==> src/rtl/way_select_ctrl.sv <==
// way_select_ctrl: tag lookup, pseudo-LRU victim selection and flush sweep for a set-associative cache
module way_select_ctrl #(
   parameter int WAYS     = 4,
   parameter int SETS     = 16,
   parameter int TAG_BITS = 8
) (
   input  logic                     i_clk,
   input  logic                     i_rst,
   input  logic                     i_req_valid,
   output logic                     o_req_ready,
   input  logic [$clog2(SETS)-1:0]  i_req_index,
   input  logic [TAG_BITS-1:0]      i_req_tag,
   input  logic                     i_req_alloc,
   input  logic                     i_flush,
   output logic                     o_rsp_valid,
   output logic                     o_hit,
   output logic [WAYS-1:0]          o_way_sel,
   output logic [WAYS-1:0]          o_victim,
   output logic                     o_busy
);
   localparam int IDX_BITS = $clog2(SETS);
   localparam int LVL      = $clog2(WAYS);
   localparam logic [0:0] IDLE  = 1'b0;
   localparam logic [0:0] FLUSH = 1'b1;

   logic [0:0]          state;
   logic [IDX_BITS-1:0] cnt;
   logic [TAG_BITS-1:0] tags  [SETS][WAYS];
   logic [WAYS-1:0]     valid [SETS];
   logic [WAYS-1:1]     plru  [SETS];

   logic                accept, hit_any, inv_any, install;
   logic [WAYS-1:0]     hit_vec, victim_vec;
   logic [LVL-1:0]      hit_idx, inv_idx, walk_idx, vic_idx, tgt_idx, node, pre;
   logic [WAYS-1:1]     cur_plru, nxt_plru;

   assign o_req_ready = (state == IDLE);
   assign o_busy      = (state == FLUSH);
   assign accept      = i_req_valid & o_req_ready;

   // tag compare, victim choice and PLRU next-state for the indexed set
   always_comb begin
      hit_vec  = '0;
      hit_idx  = '0;
      inv_any  = 1'b0;
      inv_idx  = '0;
      cur_plru = plru[i_req_index];
      for (int w = WAYS - 1; w >= 0; w--) begin
         if (valid[i_req_index][w] && tags[i_req_index][w] == i_req_tag) begin
            hit_vec[w] = 1'b1;
            hit_idx    = LVL'(w);
         end
         if (!valid[i_req_index][w]) begin
            inv_any = 1'b1;
            inv_idx = LVL'(w);
         end
      end
      hit_any = |hit_vec;
      pre     = '0;
      for (int l = 0; l < LVL; l++) begin
         node = LVL'(1 << l) | pre;
         pre  = LVL'({pre, cur_plru[node]});
      end
      walk_idx   = pre;
      vic_idx    = inv_any ? inv_idx : walk_idx;
      victim_vec = WAYS'(1) << vic_idx;
      install    = accept & ~hit_any & i_req_alloc;
      tgt_idx    = hit_any ? hit_idx : vic_idx;
      nxt_plru   = cur_plru;
      for (int l = 0; l < LVL; l++) begin
         node           = LVL'(1 << l) | LVL'(tgt_idx >> (LVL - l));
         nxt_plru[node] = ~tgt_idx[LVL-1-l];
      end
   end

   // FSM, registered response, valid/PLRU updates and flush sweep
   always_ff @(posedge i_clk or posedge i_rst) begin
      if (i_rst) begin
         state       <= IDLE;
         cnt         <= '0;
         o_rsp_valid <= 1'b0;
         o_hit       <= 1'b0;
         o_way_sel   <= '0;
         o_victim    <= '0;
         for (int s = 0; s < SETS; s++) begin
            valid[s] <= '0;
            plru[s]  <= '0;
         end
      end else begin
         o_rsp_valid <= accept;
         o_hit       <= accept & hit_any;
         o_way_sel   <= accept ? hit_vec : '0;
         o_victim    <= (accept && !hit_any) ? victim_vec : '0;
         if (accept && (hit_any || i_req_alloc))
            plru[i_req_index] <= nxt_plru;
         if (install)
            valid[i_req_index][vic_idx] <= 1'b1;
         if (state == FLUSH) begin
            valid[cnt] <= '0;
            plru[cnt]  <= '0;
            cnt        <= cnt + 1'b1;
            if (cnt == IDX_BITS'(SETS - 1))
               state <= IDLE;
         end else if (i_flush) begin
            state <= FLUSH;
            cnt   <= '0;
         end
      end
   end

   // tag storage needs no reset; valid bits gate every compare
   always_ff @(posedge i_clk) begin
      if (install)
         tags[i_req_index][vic_idx] <= i_req_tag;
   end
endmodule

==> config.mk <==
export PLATFORM = sky130hd
export DESIGN_NAME = way_select_ctrl
export DESIGN_NICKNAME = d
export VERILOG_FILES = /design/src/rtl/way_select_ctrl.sv
export SDC_FILE = /design/constraint.sdc
export NUM_CORES = 1
export LEC_CHECK = 0
export ABC_AREA = 1
export BUFFER_PORTS_ARGS = -buffer_cell sky130_fd_sc_hd__buf_4
export CAP_MARGIN = 20
export CORE_UTILIZATION = 45
export DETAILED_ROUTE_END_ITERATION = 8
export HOLD_SLACK_MARGIN = 0.15
export PLACE_DENSITY = 0.71
export SLEW_MARGIN = 20
export SYNTH_ARGS = -nofsm -noshare
export SYNTH_HDL_FRONTEND = slang
export SYNTH_SLANG_ARGS = --single-unit
==> constraint.sdc <==
create_clock -name i_clk -period 7.66 [get_ports i_clk]
set_clock_uncertainty 0.1 [all_clocks]
set_input_delay 0.766 -clock i_clk [delete_from_list [all_inputs] [get_ports i_clk]]
set_output_delay 0.766 -clock i_clk [all_outputs]
set_load 0.01 [all_outputs]
==> reports/metrics.cfg <==
[status]
status = finished clean

[route]
drc = 0
dr.pass1.iters = 6
via_per_inst = 5.52
routed_wl_um = 81900
drtAntennaViolNets = 0
num_vias = 22200
wire_per_inst_um = 20.4
drt_iter0_drc = 2876

[power_and_ir_drop]
power_mw = 7.85
power_density_nw_per_um2 = 245
leakage_nw = 13.1
peakVddDrop_mv = 0.144

[yosys]
syn-num-nets = 3163
synth_commonest_cells = nand2_1 (1420), edfxtp_1 (512), nor2_1 (281)
netlist_top_cells_area = edfxtp_1 (53%), nand2_1 (18%), dfrtp_1 (11%)
async_reset_ff_share_pct = 19.9
yosysTopAreaCell = edfxtp_1
netlist.area_leader.share_pct = 52.9
synth_cell_types = 30
yosysMostFrequentCell = nand2_1
yosysWarnings = 0
syn_avg_cell_area_um2 = 9.25
synth_edf_count = 512
ys_seq_area_share_pct = 63.8
syn_inst = 3142
synth_seq_cells = 639
netlist_area_um2 = 29100
yosys_most_used_dff = edfxtp_1

[clock_network]
cts_tree = done
insertion_delay_ns = 0.62
ctsResizeCount = 0
cts_buffers = 66
cts.clk_slew.worst_paths_ns = 0.06
clock-sinks = 639
post_cts_buffers = 0
ctsHoldBuffers = 0
htreeDepth = 3
ctsLongestPathBuffers = 3
cts_root_buf = clkbuf_16

[global_route]
grt-ovfl-total = 0
grt_pass1_wl_um = 125000
grt_max_degree = 81
grt_usage_pct = 25.0
grt_pass1_vias = 20900
antenna_found_initial = 2

[sta]
rsz0062_at_grt = false
holdWs_ns = 0.211
finalHoldViolCount = 0
timing.setup.tns_ns = 0
fin_ws_ns = 2.09
period_share_pct = 72.7
period_minus_slack_ns = 5.57
timing.fmax_mhz = 180
maxSlewViolCount = 0
slew_headroom_pct = 32.6
setup_violations = 0
worst_slew_pin_slew_ns = 1.01

[floorplanning]
fp.dieArea_um2 = 65600
core_um2 = 63400
start_util_pct = 45.8
dieHeight_um = 256
dieWidth_um = 256
io_pins = 29
std_cell_rows = 92

[critical_path]
slowest_delay_ns = 0.73
cp.arrival_ns = 5.71
cp_common_cell = nand2_1
critPathMaxFanout = 57
crit_family = simple AND/OR/NAND/NOR gates
critPathSlowestCell = nor2_1
cp.required_ns = 7.80
worst-path-buf-inv = 6
end_kind = flop
critPathKind = primary input to flop
start_kind = primary input
cp_cell_sequence = buf_4, inv_4, buf_4, nand2_2, nor2_1, nor2_1, nand2_1, nand2_1, nand2_1, inv_1, nand2_1, nand3_1, nand2_1, inv_2, buf_4, nand3_2, nor2_1

[final_layout]
num_antenna_cells = 0
syn_to_final_growth_pct = 10.1
nets = 3143
final_area_um2 = 32000
layout-drive-gt1-share_pct = 6.40

[placed_design]
gp_congestion = 0.939
io_buffers = 28
dpl_worst_slack_ns = 1.57
dp_hpwl_um = 49200
postPlaceCellArea_um2 = 29900

[flow_run]
cap_violations = 0

[hold_path]
hp-class = primary input to asynchronous set/reset pin

[placed cells by master, fill, tap and decap left out, types with 8 or more instances in the layout]
master	count
dfrtp_1	127
inv_1	188
o22ai_1	18
nand3_2	16
buf_4	63
a22oi_1	10
nand4_1	137
clkinv_2	15
o21ai_0	39
o21ai_1	15
clkbuf_16	68
nand2_2	8
nand3_1	86
clkbuf_1	12
clkinv_1	9
edfxtp_1	512
a21oi_1	102
nand2_1	1420
nor2_1	278
[power breakdown]
group	total, mW	switching (mW)	internal (mW)
Sequential	3.88	0.0540	3.83
Combinational	0.829	0.634	0.195
Clock	3.13	1.33	1.80
[cells by family after synthesis]
kind of cell | count (synthesis) | synth area share (%)
fa+ha+maj | 4 | 0.172
compound gates | 189 | 3.47
flops | 639 | 63.8
buf+inv | 350 | 5.11
simple gates | 1960 | 27.4
[area by class of cell]
class,instances,area [um^2]
Fill cell,5713,31400
Sequential cell,639,18600
Multi-Input combinational cell,2153,9050
Clock buffer,84,1800
Tap cell,846,1060
Inverter,197,748
Timing Repair Buffer,65,513
Clock inverter,32,277
[registers in the layout (all words and copies together) (netlist names)]
name / cells
o_rsp_valid: 1
o_busy: 1
o_victim: 4
o_hit: 1
plru: 48
valid: 64
tags: 512
cnt: 4
o_way_sel: 4
[worst paths after layout]
kind / from / cells after the start / to / slack, ns
setup / recovery: i_req_index[0] / 17 / tags[2][3] / 2.09
hold / removal: i_rst / 2 / cnt[0] / 0.21
setup reg to reg: valid[63] / 14 / tags[2][3] / 3.54
hold reg to reg: valid[17] / 2 / valid[17] / 0.43
max in group asynchronous: i_rst / 3 / valid[39] / 6.09
min in group i_clk: i_flush / 3 / o_busy / 0.33
[layer usage]
| layer | GRT usage, % | part of all wire [%] | vias up |
|---|---|---|---|
| met1 | 33.8 | 40 | 10500 |
| met5 | 0 | 0.031 | - |
| met2 | 39.0 | 45 | 1188 |
| li1 | - | - | 10300 |
| met4 | 9.50 | 3.8 | 4 |
| met3 | 5.92 | 10 | 204 |
[stage by stage]
stage | utilization [%] | instances
after floorplan | - | 3142
after global placement | 47.1 | 3899
after detailed placement | 47.1 | 3899
after CTS | 50.4 | 4015
after global routing | 50.5 | 4016
final | 50.5 | 4016
(Power assumes the default switching activity.)
